<file path="config.mk">
export PLATFORM = sky130hd
export DESIGN_NAME = uart_tx_mmio
export DESIGN_NICKNAME = d
export VERILOG_FILES = /design/src/rtl/uart_pkg.sv /design/src/rtl/uart_fifo.sv /design/src/rtl/uart_tx_mmio.sv
export SDC_FILE = /design/constraint.sdc
export NUM_CORES = 1
export LEC_CHECK = 0
export CORE_MARGIN = 2
export CORE_UTILIZATION = 50
export CTS_BUF_LIST = sky130_fd_sc_hd__clkbuf_8
export DETAILED_ROUTE_END_ITERATION = 6
export MAX_ROUTING_LAYER = met4
export PLACE_DENSITY_LB_ADDON = 0.05
export SYNTH_ARGS = -nofsm -noshare
export SYNTH_HDL_FRONTEND = slang
export SYNTH_HIERARCHICAL = 1
export SYNTH_SLANG_ARGS = --single-unit
export TNS_END_PERCENT = 20
</file>
<file path="constraint.sdc">
create_clock -name iCLK -period 5.96 [get_ports iCLK]
set_input_delay 1.192 -clock iCLK [delete_from_list [all_inputs] [get_ports iCLK]]
set_output_delay 1.192 -clock iCLK [all_outputs]
set_load 0.05 [all_outputs]
</file>
<file path="src/rtl/uart_pkg.sv">
// Shared definitions for the memory-mapped UART transmitter: register offsets,
// STATUS bit positions, transmit FSM states and a divisor helper.
package uart_pkg;

    // Register offsets relative to BASE_ADDR
    localparam logic [63:0] UART_TXDATA    = 64'h0000_0000_0000_0000;
    localparam logic [63:0] UART_STATUS    = 64'h0000_0000_0000_0008;
    localparam logic [63:0] UART_DIV       = 64'h0000_0000_0000_0010;
    localparam logic [63:0] UART_WIN_BYTES = 64'd24;

    // STATUS bit positions
    localparam int ST_BUSY    = 0;
    localparam int ST_FULL    = 1;
    localparam int ST_EMPTY   = 2;
    localparam int ST_OVF     = 3;
    localparam int ST_CNT_LSB = 4;

    typedef enum logic [1:0] {
        UART_IDLE  = 2'd0,
        UART_START = 2'd1,
        UART_DATA  = 2'd2,
        UART_STOP  = 2'd3
    } uart_state_t;

    // A programmed divisor of zero behaves as one cycle per bit
    function automatic logic [15:0] uart_div_eff(input logic [15:0] div);
        logic [15:0] eff;
        if (div == 16'd0) begin
            eff = 16'd1;
        end else begin
            eff = div;
        end
        return eff;
    endfunction

endpackage

</file>
<file path="src/rtl/uart_fifo.sv">
// Synchronous byte FIFO. Pointers carry one extra wrap bit so that equal
// indices can be told apart as full (wrap bits differ) or empty (equal).
// A push on a full FIFO is accepted only when a pop frees a slot that cycle.
module uart_fifo #(
    parameter  int DEPTH = 8,
    localparam int AW    = $clog2(DEPTH),
    localparam int CW    = AW + 1
) (
    input  logic          clk,
    input  logic          rst,
    input  logic          push,
    input  logic          pop,
    input  logic [7:0]    din,
    output logic [7:0]    dout,
    output logic          full,
    output logic          empty,
    output logic [CW-1:0] count
);

    logic [AW:0] wr_ptr_q, wr_ptr_d;
    logic [AW:0] rd_ptr_q, rd_ptr_d;
    logic [7:0]  mem_q [DEPTH];
    logic        push_ok_s, pop_ok_s;

    // Occupancy flags and head-of-queue data from the pointer pair
    always_comb begin
        empty = (wr_ptr_q == rd_ptr_q);
        full  = (wr_ptr_q[AW] != rd_ptr_q[AW]) &&
                (wr_ptr_q[AW-1:0] == rd_ptr_q[AW-1:0]);
        count = wr_ptr_q - rd_ptr_q;
        dout  = mem_q[rd_ptr_q[AW-1:0]];
    end

    // Accepted push/pop and next pointer values
    always_comb begin
        pop_ok_s  = pop && !empty;
        push_ok_s = push && (!full || pop_ok_s);
        if (push_ok_s) begin
            wr_ptr_d = wr_ptr_q + (AW+1)'(1);
        end else begin
            wr_ptr_d = wr_ptr_q;
        end
        if (pop_ok_s) begin
            rd_ptr_d = rd_ptr_q + (AW+1)'(1);
        end else begin
            rd_ptr_d = rd_ptr_q;
        end
    end

    // Storage write; contents need no reset because the pointers define validity
    always_ff @(posedge clk) begin
        if (push_ok_s) begin
            mem_q[wr_ptr_q[AW-1:0]] <= din;
        end
    end

    // Pointer registers; reset flushes the FIFO
    always_ff @(posedge clk) begin
        if (rst) begin
            wr_ptr_q <= {(AW+1){1'b0}};
            rd_ptr_q <= {(AW+1){1'b0}};
        end else begin
            wr_ptr_q <= wr_ptr_d;
            rd_ptr_q <= rd_ptr_d;
        end
    end

endmodule

</file>
<file path="src/rtl/uart_tx_mmio.sv">
// Memory-mapped 8N1 UART transmitter on the CPU data bus: window decode,
// STATUS/DIVISOR registers, TX FIFO and the bit-timing state machine.
module uart_tx_mmio
    import uart_pkg::*;
#(
    parameter logic [63:0] BASE_ADDR     = 64'h0000_0000_0010_0100,
    parameter logic [15:0] CLK_DIV_RESET = 16'd434,
    parameter int          FIFO_DEPTH    = 8
) (
    input  logic        iCLK,
    input  logic        iRST,
    input  logic        wReadEnable,
    input  logic        wWriteEnable,
    input  logic [3:0]  wByteEnable,
    input  logic [63:0] wAddress,
    input  logic [63:0] wWriteData,
    output logic [63:0] wReadData,
    output logic        oHit,
    output logic        oTX
);

    localparam int CW = $clog2(FIFO_DEPTH) + 1;

    logic [63:0]   offset_s;
    logic          hit_s, wr_s;
    logic          push_s, pop_s, st_clr_s, ovf_set_s;
    logic          div_wr_lo_s, div_wr_hi_s;
    logic          fifo_full_s, fifo_empty_s;
    logic [7:0]    fifo_dout_s;
    logic [CW-1:0] fifo_count_s;
    logic [31:0]   count_wide_s;
    logic [7:0]    status_s;
    logic [63:0]   rdata_s;
    logic [15:0]   div_eff_s;
    logic          unused_s;

    uart_state_t   state_q, state_d;
    logic [15:0]   cnt_q, cnt_d;
    logic [2:0]    bit_q, bit_d;
    logic [7:0]    shift_q, shift_d;
    logic          tx_q, tx_d;
    logic [15:0]   div_q, div_d;
    logic          ovf_q, ovf_d;

    uart_fifo #(
        .DEPTH (FIFO_DEPTH)
    ) u_fifo (
        .clk   (iCLK),
        .rst   (iRST),
        .push  (push_s),
        .pop   (pop_s),
        .din   (wWriteData[7:0]),
        .dout  (fifo_dout_s),
        .full  (fifo_full_s),
        .empty (fifo_empty_s),
        .count (fifo_count_s)
    );

    // Address window decode and per-register write strobes
    always_comb begin
        offset_s    = wAddress - BASE_ADDR;
        hit_s       = (wReadEnable || wWriteEnable) &&
                      (wAddress >= BASE_ADDR) && (offset_s < UART_WIN_BYTES);
        wr_s        = wWriteEnable && hit_s;
        push_s      = wr_s && (offset_s == UART_TXDATA) && wByteEnable[0];
        st_clr_s    = wr_s && (offset_s == UART_STATUS) && wByteEnable[0] &&
                      wWriteData[ST_OVF];
        div_wr_lo_s = wr_s && (offset_s == UART_DIV) && wByteEnable[0];
        div_wr_hi_s = wr_s && (offset_s == UART_DIV) && wByteEnable[1];
    end

    // STATUS image built from pre-edge FIFO and FSM state
    always_comb begin
        count_wide_s                = 32'(fifo_count_s);
        status_s                    = 8'd0;
        status_s[ST_BUSY]           = (state_q != UART_IDLE) || !fifo_empty_s;
        status_s[ST_FULL]           = fifo_full_s;
        status_s[ST_EMPTY]          = fifo_empty_s;
        status_s[ST_OVF]            = ovf_q;
        status_s[ST_CNT_LSB +: 4]   = count_wide_s[3:0];
    end

    // Read mux; anything unselected or unmapped reads as zero
    always_comb begin
        rdata_s = 64'd0;
        if (hit_s) begin
            case (offset_s)
                UART_STATUS: rdata_s = {56'd0, status_s};
                UART_DIV:    rdata_s = {48'd0, div_q};
                default:     rdata_s = 64'd0;
            endcase
        end else begin
            rdata_s = 64'd0;
        end
    end

    // DIVISOR byte-lane updates and sticky overflow (a new overflow wins over a clear)
    always_comb begin
        ovf_set_s = push_s && fifo_full_s && !pop_s;
        div_d     = div_q;
        if (div_wr_lo_s) begin
            div_d[7:0] = wWriteData[7:0];
        end else begin
            div_d[7:0] = div_q[7:0];
        end
        if (div_wr_hi_s) begin
            div_d[15:8] = wWriteData[15:8];
        end else begin
            div_d[15:8] = div_q[15:8];
        end
        if (ovf_set_s) begin
            ovf_d = 1'b1;
        end else if (st_clr_s) begin
            ovf_d = 1'b0;
        end else begin
            ovf_d = ovf_q;
        end
    end

    // Transmit FSM next state: each bit lasts DIVISOR cycles, the counter is
    // reloaded at every bit boundary so a new DIVISOR applies from the next bit
    always_comb begin
        div_eff_s = uart_div_eff(div_q);
        state_d   = state_q;
        cnt_d     = cnt_q;
        bit_d     = bit_q;
        shift_d   = shift_q;
        tx_d      = tx_q;
        pop_s     = 1'b0;
        case (state_q)
            UART_IDLE: begin
                if (!fifo_empty_s) begin
                    pop_s   = 1'b1;
                    shift_d = fifo_dout_s;
                    cnt_d   = div_eff_s;
                    tx_d    = 1'b0;
                    state_d = UART_START;
                end else begin
                    tx_d    = 1'b1;
                    cnt_d   = 16'd0;
                end
            end
            UART_START: begin
                if (cnt_q <= 16'd1) begin
                    tx_d    = shift_q[0];
                    shift_d = {1'b0, shift_q[7:1]};
                    bit_d   = 3'd0;
                    cnt_d   = div_eff_s;
                    state_d = UART_DATA;
                end else begin
                    cnt_d   = cnt_q - 16'd1;
                end
            end
            UART_DATA: begin
                if (cnt_q <= 16'd1) begin
                    cnt_d = div_eff_s;
                    if (bit_q == 3'd7) begin
                        tx_d    = 1'b1;
                        state_d = UART_STOP;
                    end else begin
                        tx_d    = shift_q[0];
                        shift_d = {1'b0, shift_q[7:1]};
                        bit_d   = bit_q + 3'd1;
                    end
                end else begin
                    cnt_d = cnt_q - 16'd1;
                end
            end
            UART_STOP: begin
                if (cnt_q <= 16'd1) begin
                    if (!fifo_empty_s) begin
                        pop_s   = 1'b1;
                        shift_d = fifo_dout_s;
                        cnt_d   = div_eff_s;
                        tx_d    = 1'b0;
                        state_d = UART_START;
                    end else begin
                        tx_d    = 1'b1;
                        cnt_d   = 16'd0;
                        state_d = UART_IDLE;
                    end
                end else begin
                    cnt_d = cnt_q - 16'd1;
                end
            end
            default: begin
                tx_d    = 1'b1;
                cnt_d   = 16'd0;
                state_d = UART_IDLE;
            end
        endcase
    end

    // FSM, shift register, line driver and register-file flops
    always_ff @(posedge iCLK) begin
        if (iRST) begin
            state_q <= UART_IDLE;
            cnt_q   <= 16'd0;
            bit_q   <= 3'd0;
            shift_q <= 8'd0;
            tx_q    <= 1'b1;
            div_q   <= CLK_DIV_RESET;
            ovf_q   <= 1'b0;
        end else begin
            state_q <= state_d;
            cnt_q   <= cnt_d;
            bit_q   <= bit_d;
            shift_q <= shift_d;
            tx_q    <= tx_d;
            div_q   <= div_d;
            ovf_q   <= ovf_d;
        end
    end

    assign wReadData = rdata_s;
    assign oHit      = hit_s;
    assign oTX       = tx_q;

    // Upper data lanes and wide count bits have no register behind them
    assign unused_s = ^{wWriteData[63:16], wByteEnable[3:2], count_wide_s[31:4]};

endmodule

</file>
==> flow_summary.json, run 1 <==
{
  "run_status": "completed",
  "yosysTopAreaCell": "edfxtp_1",
  "layout.cell_area.non_filler_sq_mm": 0.00884,
  "synth_cells": 684,
  "start_kind": "primary input",
  "timing.critical_path.arrival_ns": 4.63,
  "fin_skew_ns": 0.0121,
  "pwr-share-seq_pct": 45.3,
  "least_margin_pin_slew_ns": 0.947,
  "p_comb_share_pct": 16.3,
  "floorplan.die_area_sq_mm": 0.0152,
  "number_of_nets_with_antenna_violations_after_detailed_routing": 0,
  "hp-class": "flip-flop to flip-flop",
  "final_hold_viol_count": 0,
  "clkPwrFrac_pct": 38.5,
  "share_of_the_yosys_chip_area_belonging_to_registers_pct": 43.3,
  "fin_ws_ns": 0.138,
  "synth.distinct_cells": 87,
  "slew_violations": 0,
  "maximum_fanout_along_the_worst_path": 6,
  "global_route.usage.total_pct": 24.2,
  "crit_type": "primary input to primary output",
  "syn_avg_cell_area_sq_um": 10.4,
  "n_fill_cell": 1116,
  "cell_internal_pwr_mw": 1.48,
  "global_route.overflow_total": 0,
  "postRouteWirelength_microns": 17700,
  "synth_seq_cells": 122,
  "dpl_worst_slack_ns": -0.0384,
  "max-clock-path-buffers": 2,
  "report.power.total_mw": 2.03,
  "irDropWorstVdd_mv": 0.184,
  "fmax_mhz": 172,
  "worst_setup_path_end_kind": "primary output",
  "synth_area_leaders": "edfxtp_1 27%, dfxtp_1 16%, mux4_1 5.9%",
  "antennaDiodeCount": 0,
  "num-nets-final": 951,
  "cp_startpoint": "wAddress[3]",
  "numCtsBuffers": 17,
  "drt_pre_antenna_iters": 6,
  "setup_repair_after_global_routing_missed_its_margin": "false",
  "power_per_cell_area_mw_per_mm2": 229,
  "route.vias.total": 5792,
  "max_cap_violations": 0,
  "drcViolationCount": 0,
  "grt_max_degree": 52,
  "synthFlopType": "edfxtp_1",
  "cts_root_buffer": "clkbuf_8",
  "synth-async-reset-ratio_pct": 0,
  "initial_utilization_pct": 51.3,
  "numPortBuffers": 103,
  "synth_enable_flop_cells": 64,
  "cts_hold_buf": 0,
  "vias_per_cell": 5.83,
  "antenna_found_initial": 0,
  "dieWidth_microns": 123,
  "hold_path_startpoint": "shift_q[7]",
  "totalNegativeSetupSlack_ns": 0,
  "power.net_switching_mw": 0.550,
  "detailed_place.area_sq_mm": 0.00833,
  "required_ns": 4.77,
  "boundaryPins": 202,
  "grt_first_pass_wirelength_microns": 27300,
  "chipHeight_microns": 123,
  "core_outline_area_sq_mm": 0.0139,
  "detail_route.wl_per_cell_microns": 17.9,
  "setup_viol_count_final": 0,
  "timing.max_slew.rel_slack_pct": 36.8,
  "p_sw_share_pct": 27.1,
  "min_period_over_period_pct": 97.7,
  "clkSinkCount": 122,
  "synth.yosys.warnings": 6,
  "multi_input_area_sq_mm": 0.00364,
  "layout.area.seq_sq_mm": 0.00308,
  "final.min_clock_period_ns": 5.82,
  "insertion_delay_of_the_later_clocked_pin_in_the_worst_skew_pair_ns": 0.43,
  "ctsHtreeMaxLevel": 4,
  "dr.first_iter.drc_count": 438,
  "synthesis.area_sq_mm": 0.00712,
  "number_of_global_route_vias_before_repair": 5496,
  "p_leak_nw": 3.14,
  "tritoncts_clock_tree": "done",
  "synth_largest_type_area_fraction_pct": 27.0,
  "rr_startpoint": "cnt_q[10]",
  "drive_above_1_share_pct": 14.3,
  "path_clk_slew_ns": 0.06,
  "num_rows": 43,
  "gp_routability_congestion": 0.864,
  "detailed_place_hpwl_microns": 13000,
  "area_growth_syn_to_layout_pct": 24.1
}
## power groups by stage
stage                     clock network [mW]  registers, mW  logic (mW)
after global placement                     0          0.935       0.319
after floorplan                            0          0.937       0.242
after detailed placement                   0          0.936       0.326
after CTS                              0.789          0.918       0.327
after global routing                   0.821          0.920       0.359
final                                  0.779          0.917       0.329
## state kept, by name, indices dropped and copies added (netlist names), 2 cells and up, named ones only
name and count:
state_q 2, u_fifo/rd_ptr_q 4, u_fifo/wr_ptr_q 4, u_fifo/mem_q 64, cnt_q 16, div_q 16
shift_q 8, bit_q 3
## worst max-delay path, stage by stage
cell and delay, ns:
clkdlybuf4s50_1 0.47, o2bb2ai_1 0.20, or4_2 0.54, or4_4 0.45, nor4b_2 0.25, or4b_4 0.51
nor3b_4 0.31, nand3_4 0.21, clkinvlp_4 0.16, and3_4 0.20, buf_12 0.13
## Yosys cell counts, drive strengths merged (7+ instances only)
library cell  instances
nor4                 23
or4                  14
a211oi                9
mux2                 10
ha                   14
nor2                 75
or3                  10
clkbuf               18
nand2                20
o21ai                16
a31oi                 8
o31ai                12
nand3                14
nor3                 29
nand4                16
and3                 14
mux4                 16
dfxtp                58
and4                  7
edfxtp               64
xnor2                15
mux2i                11
a21oi                27
buf                  58
xor2                  9
inv                  19
a22oi                24
## worst paths after layout
check | endpoint | slack [ns] | cells after the start
min | shift_q[7] | 0.48 | 2
max | wReadData[14] | 0.14 | 11
min reg2reg | shift_q[7] | 0.48 | 2
max reg2reg | u_fifo/mem_q[3][2] | 2.72 | 10
## cells in the final DEF (no fill, tap or decap), types with 12 or more instances in the layout
cell type and n:
clkbuf_8 17, nand2_1 20, nor3_1 29, mux4_1 16
a22oi_1 24, nor2_1 73, nor4_1 22, edfxtp_1 64
a21oi_1 26, buf_4 25, ha_1 14, xnor2_1 14
nand4_1 15, clkdlybuf4s50_1 81, inv_1 21, dfxtp_1 58
conb_1 48, buf_12 17, o21ai_0 16, nand3_1 12
## layout make-up
| type | count | area share (%) |
|---|---|---|
| Inverter | 20 | 0.878 |
| Sequential cell | 122 | 34.9 |
| Clock inverter | 15 | 2.07 |
| Timing Repair Buffer | 128 | 15.8 |
| Tap cell | 180 | 2.55 |
| Multi-Input combinational cell | 510 | 41.1 |
| Clock buffer | 17 | 2.65 |
| Timing Repair inverter | 1 | 0.0849 |
## cells by family (layout without fill, tap and decap cells)
kind of cell / Yosys count / after routing / synth area share [%]
compound gates: 132 / 132 / 12.9
simple gates: 253 / 254 / 19.7
fa+ha+maj: 15 / 15 / 2.74
mux: 37 / 37 / 9.03
buf+inv: 100 / 181 / 9.17
xor+xnor: 24 / 24 / 3.06
flops: 122 / 122 / 43.3
other cells: 1 / 48 / 0.0527
## stage by stage
step	std cells	hold slack [ns]	util, %
after detailed placement	959	0.465	60.0
after CTS	991	0.475	63.1
after global routing	993	0.514	63.7
final	993	0.477	63.7
after global placement	959	0.458	60.0
after floorplan	731	0.445	-
## timing repair
action / 4_1_cts / 5_1_grt
setup endpoints to repair: 11 / 16
pin swaps: 1 / 6
gates cloned: 0 / 2
setup buffers: 0 / 0
gates resized for setup: 2 / 18
## metal layers
| layer | global-route usage [%] | part of all wire, % |
|---|---|---|
| met5 | - | 0 |
| met1 | 32.1 | 44 |
| met2 | 37.9 | 48 |
| met4 | 7.53 | 1.2 |
| met3 | 4.61 | 6.5 |
Power figures use the tool's default switching activity.
==> run 2: changes to the inputs <==
--- a/config.mk
+++ b/config.mk
@@ -11,6 +11,7 @@
 export DETAILED_ROUTE_END_ITERATION = 6
 export MAX_ROUTING_LAYER = met4
 export PLACE_DENSITY_LB_ADDON = 0.05
+export SKIP_LAST_GASP = 1
 export SYNTH_ARGS = -nofsm -noshare
 export SYNTH_HDL_FRONTEND = slang
 export SYNTH_HIERARCHICAL = 1
==> constraint.sdc (replaced) <==
create_clock -name iCLK -period 5.9 [get_ports iCLK]
set_input_delay 1.18 -clock iCLK [delete_from_list [all_inputs] [get_ports iCLK]]
set_output_delay 1.18 -clock iCLK [all_outputs]
set_load 0.05 [all_outputs]
==> run 2 against run 1 <==
  * Global-route usage fell by 0.089 points
  * Sequential share of layout area grew 0.11 points
  * Clock skew is 0.0049 ns lower
  * Clock power down 4.7%
  * Power down 1.1%
  * Routed wire length rose by 0.91%
  * Via count about the same
  * Critical endpoint is now wReadData[15]
  * Largest power group unchanged
==> flow_summary.json, run 2 (synthesis results as in run 1) <==
{
  "chipHeight_microns": 123,
  "global_route.overflow_total": 0,
  "insertion_delay_of_the_later_clocked_pin_in_the_worst_skew_pair_ns": 0.44,
  "path_clk_slew_ns": 0.07,
  "crit_type": "primary input to primary output",
  "global_route.usage.total_pct": 24.2,
  "slew_violations": 0,
  "vias_per_cell": 5.84,
  "layout.cells.most_common": "clkdlybuf4s50_1",
  "power_per_cell_area_mw_per_mm2": 227,
  "p_comb_share_pct": 16.7,
  "timing.critical_path.arrival_ns": 4.64,
  "cts.repair_timing.setup_buffer_count": 0,
  "numPortBuffers": 103,
  "report.power.total_mw": 2.00,
  "n_fill_cell": 1117,
  "pwr-share-seq_pct": 46.2,
  "numCtsBuffers": 17,
  "min_period_over_period_pct": 98.7,
  "fmax_mhz": 172,
  "gp_routability_congestion": 0.876,
  "boundaryPins": 202,
  "start_kind": "primary input",
  "core_outline_area_sq_mm": 0.0139,
  "p_leak_nw": 3.10,
  "detailed_place_hpwl_microns": 13200,
  "largest_register_ff_count": 64,
  "tritoncts_clock_tree": "done",
  "drt_pre_antenna_iters": 5,
  "cell_internal_pwr_mw": 1.42,
  "antennaDiodeCount": 0,
  "dieWidth_microns": 123,
  "layout.cells.most_common_list": "80 x clkdlybuf4s50_1, 73 x nor2_1, 64 x edfxtp_1",
  "cts_root_buffer": "clkbuf_8",
  "drive_above_1_share_pct": 15.0,
  "drcViolationCount": 0,
  "cts_hold_buf": 0,
  "clkSinkCount": 122,
  "hold_slack_ns": 0.481,
  "dr.first_iter.drc_count": 439,
  "detailed_place.area_sq_mm": 0.00832,
  "clkPwrFrac_pct": 37.0,
  "hp-class": "flip-flop to flip-flop",
  "fin_skew_ns": 0.00729,
  "fin_ws_ns": 0.0770,
  "number_of_global_route_vias_before_repair": 5408,
  "required_ns": 4.72,
  "detail_route.wl_per_cell_microns": 18.1,
  "antenna_found_initial": 0,
  "num-nets-final": 949,
  "area_growth_syn_to_layout_pct": 23.7,
  "final.min_clock_period_ns": 5.82,
  "route.vias.total": 5788,
  "p_sw_share_pct": 29.2,
  "postRouteWirelength_microns": 17900,
  "num_rows": 43,
  "max_cap_violations": 0,
  "floorplan.die_area_sq_mm": 0.0152,
  "maximum_fanout_along_the_worst_path": 6,
  "grt_max_degree": 52,
  "final_hold_viol_count": 0,
  "grt_first_pass_wirelength_microns": 27100,
  "max-clock-path-buffers": 2,
  "power.net_switching_mw": 0.585,
  "setup_viol_count_final": 0,
  "irDropWorstVdd_mv": 0.132,
  "run_status": "completed",
  "reg2regPathDepth": 10,
  "initial_utilization_pct": 51.3,
  "worst_setup_path_end_kind": "primary output",
  "ctsHtreeMaxLevel": 4,
  "least_margin_pin_slew_ns": 0.873,
  "number_of_nets_with_antenna_violations_after_detailed_routing": 0,
  "dpl_worst_slack_ns": -0.0859,
  "timing.max_slew.rel_slack_pct": 41.7,
  "layout.cell_area.non_filler_sq_mm": 0.00881,
  "worstHoldPathCells": 2
}
[run 2: final timing paths]
| path | slack, ns | to | from |
|---|---|---|---|
| worst max-delay path | 0.08 | wReadData[15] | wAddress[43] |
| worst min-delay path | 0.48 | shift_q[7] | shift_q[7] |
| worst max register to register | 2.71 | u_fifo/mem_q[2][5] | u_fifo/wr_ptr_q[0] |
| worst min register to register | 0.48 | shift_q[7] | shift_q[7] |
[run 2: power groups by stage]
stage | Clock, mW | Combinational (mW) | Sequential (mW)
final | 0.742 | 0.335 | 0.927
after global routing | 0.798 | 0.364 | 0.929
after CTS | 0.759 | 0.332 | 0.926
after detailed placement | 0 | 0.330 | 0.945
after global placement | 0 | 0.323 | 0.944
after floorplan | 0 | 0.245 | 0.947
[run 2: worst max-delay path, stage by stage]
cell and delay, ns:
clkbuf_2 0.09, or4_4 0.53, or4_4 0.52, or4_4 0.51, nor4b_2 0.25, or4b_4 0.51, nor3b_4 0.32, nand3_4 0.23
clkinvlp_4 0.16, and3_4 0.20, buf_12 0.13
[run 2: layout make-up]
cell class              instances  area, sq um  area share (%)
multi-input cells             510         3650            41.5
flip-flops and latches        122         3080            35.0
repair buffers                126         1370            15.5
clock buffers                  17          234            2.66
well taps                     180          225            2.56
clock inverters                15          164            1.86
inverters                      20         77.6           0.880
repair inverters                1         7.51          0.0852
[run 2: repair_timing]
action	4_1_cts	5_1_grt
gates resized for setup	2	24
pin swaps	1	7
setup endpoints to repair	15	17
gates cloned	0	2
[run 2: routing by layer]
| layer | part of all wire, % | track usage (%) | up-vias |
|---|---|---|---|
| met1 | 45 | 31.2 | 2803 |
| met5 | 0 | - | - |
| met4 | 1.2 | 7.03 | 0 |
| li1 | - | - | 2764 |
| met3 | 6.2 | 6.87 | 15 |
| met2 | 48 | 37.2 | 206 |
[run 2: through the flow]
step	instances	util, %	TNS (ns)
after global routing	991	63.5	-0.0168
after global placement	957	59.9	-0.795
after detailed placement	957	59.9	-0.873
after floorplan	731	-	0
after CTS	989	62.8	-0.0506
final	991	63.5	0
==> run 3: changes to the inputs <==
--- a/config.mk
+++ b/config.mk
@@ -9,8 +9,9 @@
 export CORE_UTILIZATION = 50
 export CTS_BUF_LIST = sky130_fd_sc_hd__clkbuf_8
 export DETAILED_ROUTE_END_ITERATION = 6
+export GPL_TIMING_DRIVEN = 0
 export MAX_ROUTING_LAYER = met4
-export PLACE_DENSITY_LB_ADDON = 0.05
+export PLACE_DENSITY = 0.89
 export SKIP_LAST_GASP = 1
 export SYNTH_ARGS = -nofsm -noshare
 export SYNTH_HDL_FRONTEND = slang
==> run 3 against run 2 <==
  * Core utilization is 1.2 points higher
  * Count of clock-buffer cells in the layout unchanged
  * Via count is 6.5% higher
  * Critical path type unchanged
  * Non-clock buffer count is 58 higher
  * Die area unchanged
  * Clock skew about the same
  * Clock power decreased by 15%
  * Sequential cell count stayed put
  * Power down 3.7%
  * Largest power group unchanged
  * Critical endpoint is now wReadData[6]
  * Highest routed layer unchanged
  * Hold slack got worse by 0.0025 ns
==> flow_summary.json, run 3 (synthesis results as in run 1) <==
{
  "run_status": "completed",
  "route.vias.total": 6162,
  "final.min_clock_period_ns": 5.85,
  "boundaryPins": 202,
  "largest_register_ff_count": 64,
  "clkSinkCount": 122,
  "detailed_place_hpwl_microns": 13300,
  "max-clock-path-buffers": 2,
  "drt_pre_antenna_iters": 5,
  "totalNegativeSetupSlack_ns": 0,
  "cts_hold_buf": 0,
  "gp_routability_congestion": 0.950,
  "report.power.total_mw": 1.93,
  "fin_ws_ns": 0.0527,
  "core_outline_area_sq_mm": 0.0139,
  "cell_internal_pwr_mw": 1.35,
  "antennaDiodeCount": 0,
  "detail_route.wl_per_cell_microns": 17.2,
  "crit_type": "primary input to primary output",
  "layout.cells.most_common_list": "78 x clkdlybuf4s50_1, 70 x nor2_1, 64 x edfxtp_1",
  "initial_utilization_pct": 51.3,
  "p_leak_nw": 3.29,
  "required_ns": 4.72,
  "hp-class": "flip-flop to flip-flop",
  "insertion_delay_of_the_later_clocked_pin_in_the_worst_skew_pair_ns": 0.43,
  "start_kind": "primary input",
  "number_of_nets_with_antenna_violations_after_detailed_routing": 0,
  "final_hold_viol_count": 0,
  "numCtsBuffers": 17,
  "ctsHtreeMaxLevel": 4,
  "p_sw_share_pct": 30.0,
  "irDropWorstVdd_mv": 0.135,
  "num-nets-final": 1007,
  "layout.cells.most_common": "clkdlybuf4s50_1",
  "chipHeight_microns": 123,
  "clkPwrFrac_pct": 32.8,
  "timing.critical_path.arrival_ns": 4.67,
  "fmax_mhz": 171,
  "dieWidth_microns": 123,
  "p_comb_share_pct": 19.2,
  "pwr-share-seq_pct": 48.1,
  "drive_above_1_share_pct": 17.8,
  "dr.first_iter.drc_count": 625,
  "least_margin_pin_slew_ns": 1.29,
  "numPortBuffers": 101,
  "setup_repair_after_global_routing_missed_its_margin": "true",
  "vias_per_cell": 5.87,
  "global_route.overflow_total": 0,
  "postRouteWirelength_microns": 18100,
  "worst_setup_path_end_kind": "primary output",
  "global_route.usage.total_pct": 24.9,
  "grt_max_degree": 17,
  "cts_root_buffer": "clkbuf_8",
  "area_growth_syn_to_layout_pct": 26.1,
  "number_of_global_route_vias_before_repair": 5868,
  "dpl_worst_slack_ns": -1.08,
  "num_rows": 43,
  "final_core_utilization_pct": 64.7,
  "floorplan.die_area_sq_mm": 0.0152,
  "power.net_switching_mw": 0.580,
  "tritoncts_clock_tree": "done",
  "min_period_over_period_pct": 99.1,
  "drcViolationCount": 0,
  "grt_first_pass_wirelength_microns": 28400,
  "antenna_found_initial": 0,
  "path_clk_slew_ns": 0.07,
  "slew_violations": 0,
  "maximum_fanout_along_the_worst_path": 5,
  "fin_skew_ns": 0.00741,
  "setup_viol_count_final": 0,
  "timing.max_slew.rel_slack_pct": 13.0,
  "power_per_cell_area_mw_per_mm2": 215,
  "max_cap_violations": 0
}
-- run 3: cell count changes in the layout (fill, tap and decap cells not counted), moves of 5 or more --
| cell | before | now |
|---|---|---|
| buf_12 | 17 | 1 |
| clkbuf_1 | 0 | 16 |
| buf_6 | 0 | 10 |
| buf_4 | 23 | 56 |
| inv_6 | 6 | 1 |
| buf_2 | 1 | 6 |
| clkinv_4 | 1 | 7 |
-- run 3: critical path, stage by stage --
cell             delay (ns)
clkdlybuf4s50_1        0.54
o2bb2ai_2              0.11
or4_2                  0.55
or4_4                  0.53
nor4b_2                0.25
or4b_4                 0.50
nor3b_4                0.31
nand3_2                0.21
nor2_1                 0.19
buf_2                  0.28
-- run 3: worst paths after layout --
| check | from | end | slack (ns) | cells after the start |
|---|---|---|---|---|
| worst max register to register | cnt_q[10] | u_fifo/mem_q[3][1] | 1.33 | 9 |
| worst max-delay path | wWriteEnable | wReadData[6] | 0.05 | 10 |
| worst min-delay path | oTX | oTX | 0.48 | 2 |
| worst min register to register | oTX | oTX | 0.48 | 2 |
-- run 3: stage by stage --
step	std cells	hold WS (ns)	area (sq um)
floorplan	731	0.445	7300
global placement	1012	0.473	8530
detailed placement	1012	0.468	8530
CTS	1048	0.485	8910
global route	1049	0.511	8980
finish	1049	0.479	8980
-- run 3: per-layer routing --
metal  track usage [%]  routed length (microns)  up-vias
met1              29.4                     7010     2875
met3              5.26                     1540       61
met4              9.66                      622        0
met5                 -                        0        -
li1                  -                        -     2887
met2              41.6                     8910      339
-- run 3: area by class of cell --
type,count,area [sq um]
Timing Repair inverter,1,6.26
Tap cell,180,225
Clock inverter,15,108
Inverter,20,80.1
Timing Repair Buffer,104,1020
Sequential cell,122,3080
Clock buffer,17,234
Fill cell,1074,4900
Multi-Input combinational cell,510,3650
Buffer,80,577
-- run 3: power by group through the flow --
stage / logic, mW / registers [mW] / clock network [mW]
3_3_place_gp: 0.353 / 0.944 / 0
4_1_cts: 0.364 / 0.927 / 0.636
5_1_grt: 0.400 / 0.929 / 0.674
2_1_floorplan: 0.245 / 0.947 / 0
3_5_place_dp: 0.361 / 0.945 / 0
6_report: 0.370 / 0.927 / 0.632
-- run 3: what timing repair did --
item	CTS	global route
cloned	2	0
gates resized for setup	117	19
endpoints found under the hold margin	0	0
endpoints found under the setup margin	41	33
pin swaps	6	3
buffers inserted	2	0
